--- src/rtl/hazard3_fetch_align_buf.sv ---
// Prefetch FIFO plus 3-halfword instruction window: re-aligns 32-bit fetch words
// to halfword granularity so decode sees a window starting at the current PC.
module hazard3_fetch_align_buf #(
    parameter int DEPTH = 2
) (
    input  logic        clk,
    input  logic        rst_n,
    input  logic [31:0] fetch_data,
    input  logic        fetch_err,
    input  logic        fetch_valid,
    output logic        fetch_ready,
    input  logic        flush,
    input  logic        flush_hw_offs,
    output logic [31:0] cir,
    output logic [1:0]  cir_vld,
    output logic [1:0]  cir_err,
    input  logic [1:0]  cir_use
);

    localparam int PW = (DEPTH > 1) ? $clog2(DEPTH) : 1;
    localparam int CW = $clog2(DEPTH + 1);

    logic [15:0]   hw_q [3];
    logic [15:0]   hw_d [3];
    logic [15:0]   sh_hw [3];
    logic [2:0]    err_q, err_d, sh_err;
    logic [1:0]    level_q, level_d;
    logic          drop_first_q, drop_first_d;
    logic [PW-1:0] rd_ptr_q, rd_ptr_d, wr_ptr_q, wr_ptr_d;
    logic [CW-1:0] count_q, count_d;
    logic [32:0]   fifo_mem_q [DEPTH];

    logic          accept, fifo_empty, refill, pop, push, push_en;
    logic [1:0]    use_eff, lvl_a;
    logic [32:0]   src;

    function automatic logic [PW-1:0] ptr_inc(input logic [PW-1:0] p);
        return (p == PW'(DEPTH - 1)) ? '0 : p + PW'(1);
    endfunction

    assign fetch_ready = (count_q != CW'(DEPTH));
    assign fifo_empty  = (count_q == '0);
    assign accept      = fetch_valid && fetch_ready;
    assign cir         = {hw_q[1], hw_q[0]};
    assign cir_err     = err_q[1:0];
    assign cir_vld     = level_q[1] ? 2'd2 : level_q;

    always_comb begin
        use_eff = (cir_use > cir_vld) ? cir_vld : cir_use;
        lvl_a   = level_q - use_eff;

        for (int i = 0; i < 3; i++) begin
            sh_hw[i] = hw_q[i];
        end
        sh_err = err_q;
        case (use_eff)
            2'd1: begin
                sh_hw[0] = hw_q[1];
                sh_hw[1] = hw_q[2];
                sh_err   = {err_q[2], err_q[2:1]};
            end
            2'd2: begin
                sh_hw[0] = hw_q[2];
                sh_err   = {err_q[2:1], err_q[2]};
            end
            default: ;
        endcase

        // The FIFO head always has priority over the bypass path to keep fetch order.
        src     = fifo_empty ? {fetch_err, fetch_data} : fifo_mem_q[rd_ptr_q];
        refill  = (lvl_a <= 2'd1) && (!fifo_empty || accept);
        pop     = refill && !fifo_empty;
        push    = accept && !(refill && fifo_empty);
        push_en = push && !flush;

        for (int i = 0; i < 3; i++) begin
            hw_d[i] = sh_hw[i];
        end
        err_d        = sh_err;
        level_d      = lvl_a;
        drop_first_d = drop_first_q;

        if (refill) begin
            if (drop_first_q) begin
                if (lvl_a[0]) begin
                    hw_d[1]  = src[31:16];
                    err_d[1] = src[32];
                end else begin
                    hw_d[0]  = src[31:16];
                    err_d[0] = src[32];
                end
                level_d      = lvl_a + 2'd1;
                drop_first_d = 1'b0;
            end else begin
                if (lvl_a[0]) begin
                    hw_d[1]  = src[15:0];
                    hw_d[2]  = src[31:16];
                    err_d[1] = src[32];
                    err_d[2] = src[32];
                end else begin
                    hw_d[0]  = src[15:0];
                    hw_d[1]  = src[31:16];
                    err_d[0] = src[32];
                    err_d[1] = src[32];
                end
                level_d = lvl_a + 2'd2;
            end
        end

        rd_ptr_d = pop ? ptr_inc(rd_ptr_q) : rd_ptr_q;
        wr_ptr_d = push ? ptr_inc(wr_ptr_q) : wr_ptr_q;
        count_d  = count_q + CW'(push) - CW'(pop);

        if (flush) begin
            level_d      = 2'd0;
            rd_ptr_d     = '0;
            wr_ptr_d     = '0;
            count_d      = '0;
            drop_first_d = flush_hw_offs;
        end
    end

    always_ff @(posedge clk or negedge rst_n) begin
        if (!rst_n) begin
            for (int i = 0; i < 3; i++) begin
                hw_q[i] <= 16'h0;
            end
            err_q        <= 3'b0;
            level_q      <= 2'd0;
            drop_first_q <= 1'b0;
            rd_ptr_q     <= '0;
            wr_ptr_q     <= '0;
            count_q      <= '0;
        end else begin
            for (int i = 0; i < 3; i++) begin
                hw_q[i] <= hw_d[i];
            end
            err_q        <= err_d;
            level_q      <= level_d;
            drop_first_q <= drop_first_d;
            rd_ptr_q     <= rd_ptr_d;
            wr_ptr_q     <= wr_ptr_d;
            count_q      <= count_d;
        end
    end

    always_ff @(posedge clk or negedge rst_n) begin
        if (!rst_n) begin
            for (int i = 0; i < DEPTH; i++) begin
                fifo_mem_q[i] <= 33'h0;
            end
        end else if (push_en) begin
            fifo_mem_q[wr_ptr_q] <= {fetch_err, fetch_data};
        end
    end

endmodule

--- config.mk ---
export PLATFORM = sky130hd
export DESIGN_NAME = hazard3_fetch_align_buf
export DESIGN_NICKNAME = d
export VERILOG_FILES = /design/src/rtl/hazard3_fetch_align_buf.sv
export SDC_FILE = /design/constraint.sdc
export NUM_CORES = 1
export LEC_CHECK = 0
export ABC_AREA = 1
export BUFFER_PORTS_ARGS = -buffer_cell sky130_fd_sc_hd__buf_4
export CORE_MARGIN = 2
export CORE_UTILIZATION = 48
export CTS_CLUSTER_SIZE = 28
export DETAILED_ROUTE_END_ITERATION = 12
export PLACE_DENSITY = 0.7
export SLEW_MARGIN = 20
export SYNTH_ARGS = -nofsm -noshare
export SYNTH_HDL_FRONTEND = slang
export SYNTH_SLANG_ARGS = --single-unit
--- constraint.sdc ---
create_clock -name clk -period 2.9 [get_ports clk]
set_input_delay 0.29 -clock clk [delete_from_list [all_inputs] [get_ports clk]]
set_output_delay 0.29 -clock clk [all_outputs]
set_load 0.005 [all_outputs]
# After elaboration in Yosys (flattened, before gate mapping)
# Cells that the tools add are included.
word_totals:
  regBits: 124
  input_bits: 40
  out_inout_bits: 37
  elab_cells: 83
classes:
  addsub: 7
  magnitude_cmp: 5
  n_eq_ne: 3
  n_mux: 38
  n_bitwise: 3
  n_reduce_logical: 16
op_table:
  columns: ["op", "count"]
  rows:
  - ["$mux 33", 5]
  - ["$mux 16", 7]
  - ["$bwmux 66", 1]
  - ["$mux 48", 1]
  - ["$demux 33 s1", 1]
  - ["$mux 32", 1]
  - ["$pmux 16 s2", 1]
  - ["$mux 2", 7]
  - ["$mux 1", 12]
  - ["$logic_and 1x1->1", 7]
  - ["$reduce_bool 2->1", 3]
  - ["$ge 2x2->1 const B", 2]
  - ["$not 1->2", 2]
  - ["$pmux 2 s2", 1]
  - ["$logic_not 1->1", 3]
  - ["$mux 3", 1]
  - ["$reduce_and 3->1", 1]
  - ["$add 1x1->1 const B", 2]
  - ["$add 2x1->2", 1]
  - ["$add 2x1->2 const B", 1]
  - ["$add 2x2->2 const B", 1]
  - ["$eq 2x1->1 const B", 1]
  - ["$eq 2x2->1 const B", 1]
  - ["$gt 2x2->1", 1]
  - ["8 further kinds", 8]

# Longest topological paths before layout
logic_depth:
  word_depth: 12
  depth_mapped: 18
  depth_no_buf: 18

# Worst setup path after synthesis
# Ideal clock, no wire load.
synth_path:
  path_type: "reg-to-reg"
  from: "register level_q[1]"
  to: "register count_q[1]"
  setup_ns: 0.118
  t_arrival_ns: 2.758
  t_required_ns: 2.782
  path_slack_ns: 0.023
  path_stages_with_launch: 18
  period_less_slack_ns: 2.877
  path_cell_list: "dfrtp_1 > inv_1 > ha_1 > o22ai_1 > o21a_1 > ha_1 > buf_2 > inv_1 > ha_1 > inv_1 > nand3_4 > nand2_2 > nand2_2 > ha_1 > inv_1 > ha_1 > xor2_1 > nor2_1"
synth_between:
  elab_chain_cells: 12
  word_cells_on_any_way: 13
  cone_classes: "add/sub (3); order compare (2); mux (3); reduce/logical (5)"
synth_rtl:
  columns: ["item", "line", "rtl"]
  rows:
  - ["from (decl)", "27", "logic [1:0] level_q, level_d;"]
  - ["from (signal assigned)", "139", "level_q <= level_d;"]
  - ["$mux 2", "46", "assign cir_vld = level_q[1] ? 2'd2 : level_q;"]
  - ["$gt 2x2->1", "49", "use_eff = (cir_use > cir_vld) ? cir_vld : cir_use;"]
  - ["$mux 2", "49", null]
  - ["$sub 2x2->2 (*)", "50", "lvl_a = level_q - use_eff;"]
  - ["$le 2x1->1 (*)", "71", "refill = (lvl_a <= 2'd1) && (!fifo_empty || accept);"]
  - ["$logic_and 1x1->1 (*)", "71", null]
  - ["$logic_and 1x1->1", "73", "push = accept && !(refill && fifo_empty);"]
  - ["$logic_not 1->1", "73", null]
  - ["$logic_and 1x1->1", "73", null]
  - ["$add 2x1->2", "112", "count_d = count_q + CW'(push) - CW'(pop);"]
  - ["$sub 2x1->2 (*)", "112", null]
  - ["$mux 2 (*)", "114", "if (flush) begin"]
  - ["via count_d[1]", "30", "logic [CW-1:0] count_q, count_d;"]
  - ["to (signal assigned)", "143", "count_q <= count_d;"]
  - ["to (decl)", "30", null]
# Mark *: on every way through the listed nets, which the timed path passes. The rest lies on a longest branch.
# A chain may end at the register's enable or synchronous reset.

# Worst setup path in the final report
# Ends and elaborated chain as after synthesis.

==> impl_metrics.csv <==
group,metric,value,unit
placed_design,place_congestion,0.882,
clock_tree,cts_sinks,124,
logic_synthesis,synth_top_cell_by_area,"dfrtp_1",
pwr,power,10.6,mW
global_routing,grt_pass1_vias,6188,
timing,slew_viol_final,0,
pwr,powerDensity,1280,nW/um^2
placed_design,place_area,7660,um^2
layout,fin_nets,1075,
placed_design,dp_hpwl,13300,um
clock_tree,ctsRootBufferMaster,"clkbuf_16",
worst_hold_path,whs_path_depth,2,
timing,fin_setup_tns,0,ns
logic_synthesis,synth-edff-count,0,
logic_synthesis,syn-cell-area,7230,um^2
global_routing,grt_first_pass_wirelength,32900,um
logic_synthesis,ys.warnings.count,0,
timing,tightest_slew,0.700,ns
clock_tree,cts-htree-levels,4,
die,io_pins,77,
timing,period_needed,2.76,ns
layout,fillers,1413,
drt,routed_wl,20100,um
die,coreArea,14600,um^2
global_routing,track_usage,26.1,%
logic_synthesis,syn_area_per_cell,7.26,um^2
global_routing,grt_max_degree,61,
logic_synthesis,synth_most_common_cell,"nand2_1",
logic_synthesis,ys_seq_area_share,42.9,%
layout,drive_above_1_share,15.3,%
logic_synthesis,synth_top_family_by_area,"simple AND/OR/NAND/NOR gates",
pwr,leakage,4.43,nW
logic_synthesis,syn_nets,1044,
critical_path,rrSetupSlack,0.14,ns
critical_path,endpoint_kind,"register",
logic_synthesis,synth_seq_cells,124,
critical_path,crit_type,"reg -> reg",
critical_path,critPathMaxFanout,6,
timing,hold_violations,0,
layout,seqCellArea,3100,um^2
global_routing,grt_overflow_total,0,
timing,finalCritPeriodShare,95.3,%
logic_synthesis,postSynthCellCount,995,
layout,multi_input_area,3400,um^2
die,dieArea,16100,um^2
placed_design,post-place-ws,-0.0258,ns
flow_run,cap_violations,0,
drt,drt_iter0_drc,834,
layout,final_area,8290,um^2
clock_tree,cts_max_path_buffers,2,
timing,timing.final.ws_setup,0.138,ns
clock_tree,cts_inserted_buffers,17,
drt,drc,0,
die,die_w,127,um
logic_synthesis,ys.flop_type,"dfrtp_1",
critical_path,arrival,3.07,ns
die,die_h,127,um
timing,relSlewSlack,53.3,%
logic_synthesis,synthArstFlopShare,100,%
die,start_util,49.4,%
logic_synthesis,synth_mux_area_share,1.39,%
drt,via_per_inst,5.43,
layout,antenna-diode-count,0,
drt,post_drt_wl_per_cell,16.5,um
timing,setup_viol,0,
critical_path,r2r_cells,18,
placed_design,port_buffers,76,
logic_synthesis,yosys.area_share.simple,37.5,%
logic_synthesis,synth_compound_area_share,6.02,%
clock_tree,clkLatencyLatePin,0.42,ns
drt,dr.pass1.iters,5,
drt,dr_total_vias,6633,
clock_tree,clkSlewWorstSetupHoldPaths,0.05,ns
layout,syn_to_final_growth,14.8,%
logic_synthesis,synth.distinct_cells,32,
critical_path,cp-start-kind,"register",
logic_synthesis,synthTopCellsByArea,"dfrtp_1 (43%), nand2_1 (23%), nand3_1 (8.0%)",
logic_synthesis,synthAdderAreaFrac,1.56,%
logic_synthesis,yosys.area_share.xor_xnor,0.242,%
global_routing,antenna_found_initial,0,
drt,drtAntennaViolNets,0,
logic_synthesis,synth_common_cells,"nand2_1 (441), dfrtp_1 (124), nand3_1 (115)",
die,row_count,44,
timing,clock_skew,0.00824,ns
logic_synthesis,yosysTopAreaCellShare,42.9,%
pwr,ir_worst_vdd,0.513,mV
critical_path,required,3.21,ns
clock_tree,cts_tree,"built",
worst_hold_path,hold_path.class,"in -> reg",
outcome,outcome,"finished clean",
timing,timing.fmax,362,MHz
[power by group]
| part | switching (mW) | leakage (nW) | total [mW] | internal (mW) |
|---|---|---|---|---|
| Clock | 0.745 | 0.281 | 2.06 | 1.31 |
| Combinational | 3.48 | 2.65 | 5.48 | 2.00 |
| Sequential | 0.512 | 1.50 | 3.07 | 2.56 |
[flip-flops by register name, summed over array words and instances (netlist names)]
register / count
rd_ptr_q: 1
cir: 32
err_q: 3
drop_first_q: 1
hw_q: 16
level_q: 2
fifo_mem_q: 66
wr_ptr_q: 1
count_q: 2
[through the flow]
stage          utilization [%]  cells  hold WS [ns]
2_1_floorplan                -    995      -0.00559
3_3_place_gp              52.3   1185         0.254
3_5_place_dp              52.3   1185         0.247
4_1_cts                   56.3   1216        0.0582
5_1_grt                   56.6   1221        0.0843
6_report                  56.6   1221        0.0672
[kinds of logic (layout without fill, tap and decap cells)]
| group | count (synthesis) | after routing |
|---|---|---|
| xor gates and xnor gates | 2 | 2 |
| adders and majority gates | 9 | 9 |
| AOI/OAI and AO/OA | 79 | 79 |
| and+or+nand+nor | 631 | 631 |
| buffers and inverters | 140 | 182 |
| DFF | 124 | 124 |
| muxes | 10 | 10 |
[cell usage in the layout, fill, tap and decap left out, drive strengths merged]
cell type	count
clkinv	6
dlygate4sd3	1
o211ai	1
a21boi	12
mux2i	10
clkbuf	22
nand2	448
nand4	35
ha	9
inv	45
a21oi	25
o21a	1
buf	105
o21ai	39
clkinvlp	1
xnor2	1
nor2	31
xor2	1
dfrtp	124
o22ai	1
nand3	117
bufinv	2
[final timing paths]
| check | startpoint | endpoint |
|---|---|---|
| setup / recovery | level_q[1] | count_q[1] |
| hold / removal | flush | count_q[0] |
| setup reg to reg | level_q[1] | count_q[1] |
| hold reg to reg | fifo_mem_q[18] | fifo_mem_q[18] |
| max in group asynchronous | rst_n | fifo_mem_q[31] |
| min in group asynchronous | rst_n | hw_q[9] |
[layer usage]
| metal | GRT usage, % | wire, um | vias to the layer above | share of wire [%] |
|---|---|---|---|---|
| li1 | - | - | 3228 | - |
| met5 | 0 | 0 | - | 0 |
| met4 | 7.24 | 232 | 0 | 1.2 |
| met2 | 37.6 | 8440 | 286 | 42 |
| met1 | 40.2 | 9680 | 3098 | 48 |
| met3 | 4.85 | 1730 | 21 | 8.6 |
[worst max-delay path: stages (launching register included)]
cell	delay (ns)
dfrtp_1	0.34
inv_1	0.05
ha_1	0.29
o22ai_2	0.15
o21a_1	0.16
ha_2	0.18
inv_1	0.05
nand2_2	0.07
nand2_2	0.06
ha_1	0.20
inv_2	0.07
nand3_4	0.13
nand2_4	0.11
nand2_2	0.07
ha_1	0.27
inv_1	0.04
ha_1	0.18
xor2_1	0.17
nor2_1	0.06
[cell type report]
| type | count | share of cell area (%) |
|---|---|---|
| clock buffer | 22 | 5.72 |
| multi-input combinational | 731 | 41.0 |
| inverter | 46 | 2.08 |
| timing repair buffer | 106 | 9.93 |
| sequential | 124 | 37.4 |
| clock inverter | 8 | 1.12 |
| tap | 184 | 2.78 |
[repair_timing]
item | 4_1_cts | 5_1_grt
endpoints found under the setup margin | 1 | 25
gates resized for setup | 1 | 5
hold buffers | 1 | 0
endpoints found under the hold margin | 28 | 0
setup buffers | 0 | 5
pin swaps | 0 | 2
No activity file was read; power rests on OpenSTA's default activity.
